[src/rtl/opm_seq_pkg.sv]
// Shared types and default timings for the OPM register-write sequencer.
package opm_seq_pkg;

   localparam int DEF_SETUP_CYC  = 15;
   localparam int DEF_PULSE_CYC  = 20;
   localparam int DEF_HOLD_CYC   = 15;
   localparam int DEF_GAP_CYC    = 200;
   localparam int DEF_FIFO_DEPTH = 8;
   localparam int CNT_W          = 12;

   typedef enum logic [2:0] {
      IDLE,
      A_SETUP,
      A_PULSE,
      A_HOLD,
      D_SETUP,
      D_PULSE,
      D_HOLD,
      GAP
   } opm_state_t;

endpackage

[src/rtl/opm_write_sequencer_if.sv]
// Command handshake and OPM bus signals of the write sequencer.
interface opm_write_sequencer_if;
   logic       i_CMD_VALID;
   logic [7:0] i_CMD_ADDR;
   logic [7:0] i_CMD_DATA;
   logic       o_CMD_READY;
   logic       o_CS_n;
   logic       o_WR_n;
   logic       o_A0;
   logic [7:0] o_D;
   logic       o_BUSY;

   modport master (
      output i_CMD_VALID, i_CMD_ADDR, i_CMD_DATA,
      input  o_CMD_READY, o_CS_n, o_WR_n, o_A0, o_D, o_BUSY
   );

   modport slave (
      input  i_CMD_VALID, i_CMD_ADDR, i_CMD_DATA,
      output o_CMD_READY, o_CS_n, o_WR_n, o_A0, o_D, o_BUSY
   );
endinterface

[src/rtl/opm_cmd_fifo.sv]
// Command queue: power-of-two depth, extra pointer bit separates full from empty.
module opm_cmd_fifo #(
   parameter int DEPTH = 8,
   parameter int WIDTH = 16
) (
   input  logic             i_EMUCLK,
   input  logic             i_RST,
   input  logic             push,
   input  logic             pop,
   input  logic [WIDTH-1:0] wdata,
   output logic [WIDTH-1:0] rdata,
   output logic             full,
   output logic             empty
);
   localparam int AW = $clog2(DEPTH);

   logic [WIDTH-1:0] mem [DEPTH];
   logic [AW:0]      wr_ptr;
   logic [AW:0]      rd_ptr;
   logic             do_push;
   logic             do_pop;

   assign empty   = (wr_ptr == rd_ptr);
   assign full    = (wr_ptr[AW] != rd_ptr[AW]) && (wr_ptr[AW-1:0] == rd_ptr[AW-1:0]);
   // a pop in the same cycle frees the slot, so a push into a full queue still lands
   assign do_push = push && (!full || pop);
   assign do_pop  = pop && !empty;
   assign rdata   = mem[rd_ptr[AW-1:0]];

   always_ff @(posedge i_EMUCLK or posedge i_RST) begin
      if (i_RST) begin
         wr_ptr <= '0;
         rd_ptr <= '0;
      end else begin
         if (do_push) wr_ptr <= wr_ptr + (AW+1)'(1);
         if (do_pop)  rd_ptr <= rd_ptr + (AW+1)'(1);
      end
   end

   always_ff @(posedge i_EMUCLK) begin
      if (do_push) mem[wr_ptr[AW-1:0]] <= wdata;
   end
endmodule

[src/rtl/opm_write_sequencer.sv]
// Queues OPM register writes and plays each out as an address strobe, a data strobe and a gap.
//   state   | meaning
//   IDLE    | waiting for a queued command; pops head when one is present
//   A_SETUP | CS_n low, A0=0, address on D before the strobe
//   A_PULSE | WR_n low with the address
//   A_HOLD  | strobes released, address held
//   D_SETUP | CS_n low, A0=1, data on D before the strobe
//   D_PULSE | WR_n low with the data
//   D_HOLD  | strobes released, data held
//   GAP     | chip recovery time before the next command
module opm_write_sequencer
   import opm_seq_pkg::*;
#(
   parameter int SETUP_CYC  = DEF_SETUP_CYC,
   parameter int PULSE_CYC  = DEF_PULSE_CYC,
   parameter int HOLD_CYC   = DEF_HOLD_CYC,
   parameter int GAP_CYC    = DEF_GAP_CYC,
   parameter int FIFO_DEPTH = DEF_FIFO_DEPTH
) (
   input  logic                  i_EMUCLK,
   input  logic                  i_RST,
   opm_write_sequencer_if.slave  bus
);
   localparam logic [CNT_W-1:0] LD_SETUP = CNT_W'(SETUP_CYC - 1);
   localparam logic [CNT_W-1:0] LD_PULSE = CNT_W'(PULSE_CYC - 1);
   localparam logic [CNT_W-1:0] LD_HOLD  = CNT_W'(HOLD_CYC - 1);
   localparam logic [CNT_W-1:0] LD_GAP   = (GAP_CYC > 0) ? CNT_W'(GAP_CYC - 1) : '0;

   opm_state_t       state;
   opm_state_t       state_nxt;
   logic [CNT_W-1:0] cnt;
   logic [CNT_W-1:0] cnt_nxt;
   logic             fifo_full;
   logic             fifo_empty;
   logic             pop;
   logic             push;
   logic             ready;
   logic [15:0]      head;
   logic [7:0]       cur_addr;
   logic [7:0]       cur_data;
   logic             cs_q;
   logic             wr_q;
   logic             a0_q;
   logic [7:0]       d_q;

   assign pop             = (state == IDLE) && !fifo_empty;
   assign ready           = !fifo_full || pop;
   assign push            = bus.i_CMD_VALID && ready;
   assign bus.o_CMD_READY = ready;
   assign bus.o_BUSY      = (state != IDLE) || !fifo_empty;
   assign bus.o_CS_n      = cs_q;
   assign bus.o_WR_n      = wr_q;
   assign bus.o_A0        = a0_q;
   assign bus.o_D         = d_q;

   opm_cmd_fifo #(
      .DEPTH (FIFO_DEPTH),
      .WIDTH (16)
   ) u_fifo (
      .i_EMUCLK (i_EMUCLK),
      .i_RST    (i_RST),
      .push     (push),
      .pop      (pop),
      .wdata    ({bus.i_CMD_ADDR, bus.i_CMD_DATA}),
      .rdata    (head),
      .full     (fifo_full),
      .empty    (fifo_empty)
   );

   always_ff @(posedge i_EMUCLK or posedge i_RST) begin
      if (i_RST) begin
         state    <= IDLE;
         cnt      <= '0;
         cur_addr <= 8'h00;
         cur_data <= 8'h00;
      end else begin
         state <= state_nxt;
         cnt   <= cnt_nxt;
         if (pop) begin
            cur_addr <= head[15:8];
            cur_data <= head[7:0];
         end
      end
   end

   always_comb begin
      state_nxt = state;
      cnt_nxt   = (cnt == '0) ? cnt : cnt - CNT_W'(1);
      case (state)
         IDLE: begin
            if (!fifo_empty) begin
               state_nxt = A_SETUP;
               cnt_nxt   = LD_SETUP;
            end
         end
         A_SETUP: if (cnt == '0) begin state_nxt = A_PULSE; cnt_nxt = LD_PULSE; end
         A_PULSE: if (cnt == '0) begin state_nxt = A_HOLD;  cnt_nxt = LD_HOLD;  end
         A_HOLD:  if (cnt == '0) begin state_nxt = D_SETUP; cnt_nxt = LD_SETUP; end
         D_SETUP: if (cnt == '0) begin state_nxt = D_PULSE; cnt_nxt = LD_PULSE; end
         D_PULSE: if (cnt == '0) begin state_nxt = D_HOLD;  cnt_nxt = LD_HOLD;  end
         D_HOLD: begin
            if (cnt == '0) begin
               state_nxt = (GAP_CYC > 0) ? GAP : IDLE;
               cnt_nxt   = LD_GAP;
            end
         end
         GAP:     if (cnt == '0) state_nxt = IDLE;
         default: begin state_nxt = IDLE; cnt_nxt = '0; end
      endcase
   end

   // Strobes trail the state by one cycle; A0/D only move together with a CS_n fall.
   always_ff @(posedge i_EMUCLK or posedge i_RST) begin
      if (i_RST) begin
         cs_q <= 1'b1;
         wr_q <= 1'b1;
         a0_q <= 1'b0;
         d_q  <= 8'h00;
      end else begin
         cs_q <= !(state inside {A_SETUP, A_PULSE, D_SETUP, D_PULSE});
         wr_q <= !(state inside {A_PULSE, D_PULSE});
         if (state inside {A_SETUP, A_PULSE, A_HOLD}) begin
            a0_q <= 1'b0;
            d_q  <= cur_addr;
         end else if (state inside {D_SETUP, D_PULSE, D_HOLD}) begin
            a0_q <= 1'b1;
            d_q  <= cur_data;
         end
      end
   end
endmodule

[src/flat_wrapper.sv]
// flat-port wrapper written by rule: the top's interface ports become plain ports
module opm_write_sequencer_flat import opm_seq_pkg::*;
#(
   parameter int SETUP_CYC  = DEF_SETUP_CYC,
   parameter int PULSE_CYC  = DEF_PULSE_CYC,
   parameter int HOLD_CYC   = DEF_HOLD_CYC,
   parameter int GAP_CYC    = DEF_GAP_CYC,
   parameter int FIFO_DEPTH = DEF_FIFO_DEPTH
)
  (i_EMUCLK, i_RST, bus_i_CMD_VALID, bus_i_CMD_ADDR, bus_i_CMD_DATA, bus_o_CMD_READY, bus_o_CS_n, bus_o_WR_n, bus_o_A0, bus_o_D, bus_o_BUSY);
  opm_write_sequencer_if bus_i ();
  input  logic i_EMUCLK;
  input  logic i_RST;
  input wire logic [$bits(bus_i.i_CMD_VALID)-1:0] bus_i_CMD_VALID;
  input wire logic [$bits(bus_i.i_CMD_ADDR)-1:0] bus_i_CMD_ADDR;
  input wire logic [$bits(bus_i.i_CMD_DATA)-1:0] bus_i_CMD_DATA;
  output wire logic [$bits(bus_i.o_CMD_READY)-1:0] bus_o_CMD_READY;
  output wire logic [$bits(bus_i.o_CS_n)-1:0] bus_o_CS_n;
  output wire logic [$bits(bus_i.o_WR_n)-1:0] bus_o_WR_n;
  output wire logic [$bits(bus_i.o_A0)-1:0] bus_o_A0;
  output wire logic [$bits(bus_i.o_D)-1:0] bus_o_D;
  output wire logic [$bits(bus_i.o_BUSY)-1:0] bus_o_BUSY;
  assign bus_i.i_CMD_VALID = bus_i_CMD_VALID;
  assign bus_i.i_CMD_ADDR = bus_i_CMD_ADDR;
  assign bus_i.i_CMD_DATA = bus_i_CMD_DATA;
  assign bus_o_CMD_READY = bus_i.o_CMD_READY;
  assign bus_o_CS_n = bus_i.o_CS_n;
  assign bus_o_WR_n = bus_i.o_WR_n;
  assign bus_o_A0 = bus_i.o_A0;
  assign bus_o_D = bus_i.o_D;
  assign bus_o_BUSY = bus_i.o_BUSY;
  opm_write_sequencer #(.SETUP_CYC(SETUP_CYC), .PULSE_CYC(PULSE_CYC), .HOLD_CYC(HOLD_CYC), .GAP_CYC(GAP_CYC), .FIFO_DEPTH(FIFO_DEPTH)) u_core (.i_EMUCLK(i_EMUCLK), .i_RST(i_RST), .bus(bus_i));
endmodule
[config.mk]
export PLATFORM = sky130hd
export DESIGN_NAME = opm_write_sequencer_flat
export DESIGN_NICKNAME = d
export VERILOG_FILES = /design/src/rtl/opm_seq_pkg.sv /design/src/rtl/opm_write_sequencer_if.sv /design/src/rtl/opm_cmd_fifo.sv /design/src/rtl/opm_write_sequencer.sv /design/src/flat_wrapper.sv
export SDC_FILE = /design/constraint.sdc
export NUM_CORES = 1
export LEC_CHECK = 0
export BUFFER_PORTS_ARGS = -buffer_cell sky130_fd_sc_hd__buf_4
export CORE_ASPECT_RATIO = 0.5
export CORE_UTILIZATION = 60
export DETAILED_ROUTE_END_ITERATION = 8
export GPL_TIMING_DRIVEN = 0
export PLACE_DENSITY = 0.75
export RECOVER_POWER = 100
export SLEW_MARGIN = 20
export SYNTH_ARGS = -nofsm -noshare
export SYNTH_HDL_FRONTEND = slang
export SYNTH_HIERARCHICAL = 1
export SYNTH_SLANG_ARGS = --single-unit
export TNS_END_PERCENT = 20
[constraint.sdc]
create_clock -name i_EMUCLK -period 6.2 [get_ports i_EMUCLK]
set_clock_uncertainty 0.15 [all_clocks]
set_input_delay 1.24 -clock i_EMUCLK [delete_from_list [all_inputs] [get_ports i_EMUCLK]]
set_output_delay 1.24 -clock i_EMUCLK [all_outputs]
set_load 0.01 [all_outputs]
==> key figures <==
Finish
  – Fraction of layout cells with a size suffix above 1: 17.2%
  – Sequential cell area: 5100 µm²
  – Most frequent cells in the layout: 128 x edfxtp_1, 61 x clkbuf_1, 48 x dfrtp_1
  – Fillers: 794
  – Footprint of the multi-input gates: 2430 µm²
  – Diode count: 0
  – Final instance area: 8740 µm²
  – Layout net count: 552
  – Most common cell after layout, fill and taps aside: edfxtp_1
  – Syn-to-layout area delta: 12.9%

Pwr
  – Lkg Pwr: 3.06 nW
  – Gate power share: 35.2%
  – Clock Power Share: 25.2%
  – Worst vdd ir: 0.229 mV
  – Internal: 2.90 mW
  – Net Switching: 1.49 mW
  – PD cells: 502 nW/µm²
  – Sw frac: 33.9%
  – Reg power frac: 39.6%
  – Design Power: 4.39 mW

Global route
  – Initial antenna violation count: 0
  – Vias in the first global route: 4,286
  – Largest net degree at the start of global routing: 33
  – Global router's overall resource usage: 26.1%
  – Gr ovfl total: 0
  – First-pass GRT wire length: 24.6 mm

STA
  – Slew headroom: -15.4%
  – Fmax: 0.189 GHz
  – Post-route minimum period: 5.30 ns
  – Crit share post-route: 85.5%
  – RSZ-0062 raised after global routing: no
  – Setup violators final: 0
  – Fin. max-slew vios: 33
  – Worst-Margin Slew: 1.73 ns
  – Final hold violation count: 0

Floorplan
  – FP Rows: 28
  – Core area: 12,200 µm²
  – I/O Pins: 32
  – Die height: 82.3 µm
  – Die area: 13,400 µm²
  – Initial Utilization: 63.5%
  – Chip width: 163 µm

Synth
  – Synthesized area: 7740 µm²
  – Synth warn: 6
  – Post-synth ARST share: 28.1%
  – Synth Register Bits: 178
  – Sequential share of the synthesized area: 65.8%
  – Top_reg_cell synth: edfxtp_1
  – Mean Syn Cell Area: 16.8 µm²
  – Synthesized net count: 485
  – Post-synthesis cell count: 461
  – EDFF count, synth: 128
  – Yosys cell types: 64

Setup path
  – Largest delay contributor family on the critical path: buffers and inverters
  – Critical path's largest stage delay: 0.87 ns
  – CP dominant cell by count: clkbuf_1
  – CP max-delay cell: nor3_1
  – Crit. End Element: flop
  – Critical Setup Path Class: reg2reg
  – Startpoint types: flop
  – CP arrival: 5.24 ns
  – Worst-path cell chain: clkbuf_1, xnor2_1, nand3_1, clkbuf_1, nor2_1, nor4_2, clkbuf_1, clkbuf_1, o31ai_1, nor3_1, clkbuf_1
  – Bufs and invs on worst path: 5
  – Required time worst endpoint: 6.14 ns
  – Worst-path fanout max: 10
  – R2r setup slk: 0.90 ns

Clock tree
  – Setup Buffers After CTS: 0
  – Clock latency on the worst-skew pair: 0.42 ns
  – TritonCTS clock tree: built
  – CTS Buf Count: 17
  – TritonCTS Sinks: 178
  – Hold_buf cts: 0
  – Clk root buf: clkbuf_16
  – Clk buf depth: 2
  – Clock transition at path regs: 0.07 ns
  – H-tree depth: 4
  – Post-CTS Resized: 0

Route
  – DR WL/cell: 22.9 µm
  – Routed vias: 4,509
  – Post-route ant nets: 0
  – Total length of routed wires: 16.2 mm
  – DRT Pass-1 Iters: 5
  – DRC viols: 0
  – Detailed-route vias per instance: 6.40
  – Initial DRC count: 585

Outcome
  – Failing checks: max-capacitance violations, max-slew violations
  – Status: finished, violations left

Placement
  – Post-DP HPWL: 10.7 mm
  – Port bufs: 31
  – Placed Instance Area: 8350 µm²
  – Final Wtd Congestion: 0.885

Run
  – Max Cap Viol: 1

Worst hold path
  – Hold Path Class: reg2reg
state kept, by name, summed over array words and instances, names as in the netlist, 3 cells and up:
signal,flops
u_core/cur_data,8
u_core/cnt,12
u_core/u_fifo/wr_ptr,4
u_core/bus.o_D,8
u_core/state,3
u_core/u_fifo/mem,128
u_core/u_fifo/rd_ptr,4
u_core/cur_addr,8
area by class of cell:
type	instances	area share [%]
Timing Repair Buffer	48	2.42
Buffer	29	1.79
Tap cell	165	2.36
Inverter	10	0.429
Sequential cell	178	58.3
Multi-Input combinational cell	244	27.8
Clock inverter	12	1.96
Clock buffer	19	4.95
worst paths after layout:
| path | cells past startpoint | endpoint | start |
|---|---|---|---|
| min in group asynchronous | 2 | u_core/u_fifo/wr_ptr[2] | i_RST |
| setup reg to reg | 11 | u_core/u_fifo/mem[3][4] | u_core/u_fifo/rd_ptr[1] |
| hold / removal | 1 | u_core/cur_data[6] | u_core/cur_data[6] |
| setup / recovery | 11 | u_core/u_fifo/mem[3][4] | u_core/u_fifo/rd_ptr[1] |
| hold reg to reg | 1 | u_core/cur_data[6] | u_core/cur_data[6] |
| max in group asynchronous | 3 | u_core/bus.o_A0 | i_RST |
power groups by stage:
| stage | Clock, mW | Combinational, mW | Sequential [mW] |
|---|---|---|---|
| 3_5_place_dp | 0 | 1.59 | 1.75 |
| 4_1_cts | 1.12 | 1.62 | 1.73 |
| 5_1_grt | 1.17 | 1.66 | 1.76 |
| 3_3_place_gp | 0 | 1.50 | 1.75 |
| 2_1_floorplan | 0 | 1.10 | 1.73 |
| 6_report | 1.11 | 1.54 | 1.74 |
synth_stat cells, types with 2 or more instances:
cell type	n	area share (%)
nor4_1	5	0.40
buf_6	6	0.87
nand3_1	5	0.32
or3_1	3	0.24
mux4_1	27	9.2
nand2b_1	10	0.81
mux2_2	33	4.8
a211oi_1	2	0.19
xnor2_1	15	1.7
nor3_1	12	0.78
mux2i_1	8	1.0
clkbuf_1	12	0.58
o311ai_1	2	0.23
mux4_2	5	1.5
nor4b_1	3	0.34
o21ai_0	12	0.78
and3_1	4	0.32
a41oi_1	2	0.23
ha_1	5	0.81
or4_1	5	0.48
buf_4	3	0.29
dfrtp_1	48	16
buf_2	4	0.26
nor4_2	2	0.32
nor2b_1	2	0.16
o211ai_1	10	0.97
a31oi_1	4	0.32
nor2_1	18	0.87
edfxtp_1	128	50
nand2_1	11	0.53
buf_1	4	0.19
nand4_1	2	0.16
a21oi_1	9	0.58
inv_1	9	0.44
dfstp_2	2	0.68
per-stage QoR:
stage,hold WS (ns),cells,worst slack (ns),util (%),TNS (ns)
final,0.356,705,0.902,71.7,0
after global routing,0.373,705,0.621,71.7,0
after CTS,0.360,705,1.47,73.5,0
after detailed placement,0.345,674,1.55,68.5,0
after global placement,0.336,657,-0.527,67.1,-27.25
after floorplan,0.322,461,1.61,-,0
routing by layer:
layer | vias up | track usage, % | routed length (µm)
li1 | 1986 | - | -
met3 | 17 | 6.34 | 1170
met5 | - | 0 | 0
met2 | 202 | 42.7 | 7730
met4 | 0 | 8.69 | 197
met1 | 2304 | 35.3 | 7060
kinds of logic after synthesis:
family,Yosys count,synth area share (%)
xor gates and xnor gates,16,1.81
muxes,74,16.6
buffers and inverters,39,2.68
adders and majority gates,5,0.808
and+or+nand+nor,86,6.30
AOI/OAI and AO/OA,63,5.95
DFF,178,65.8
No activity file was read; power rests on OpenSTA's default activity.
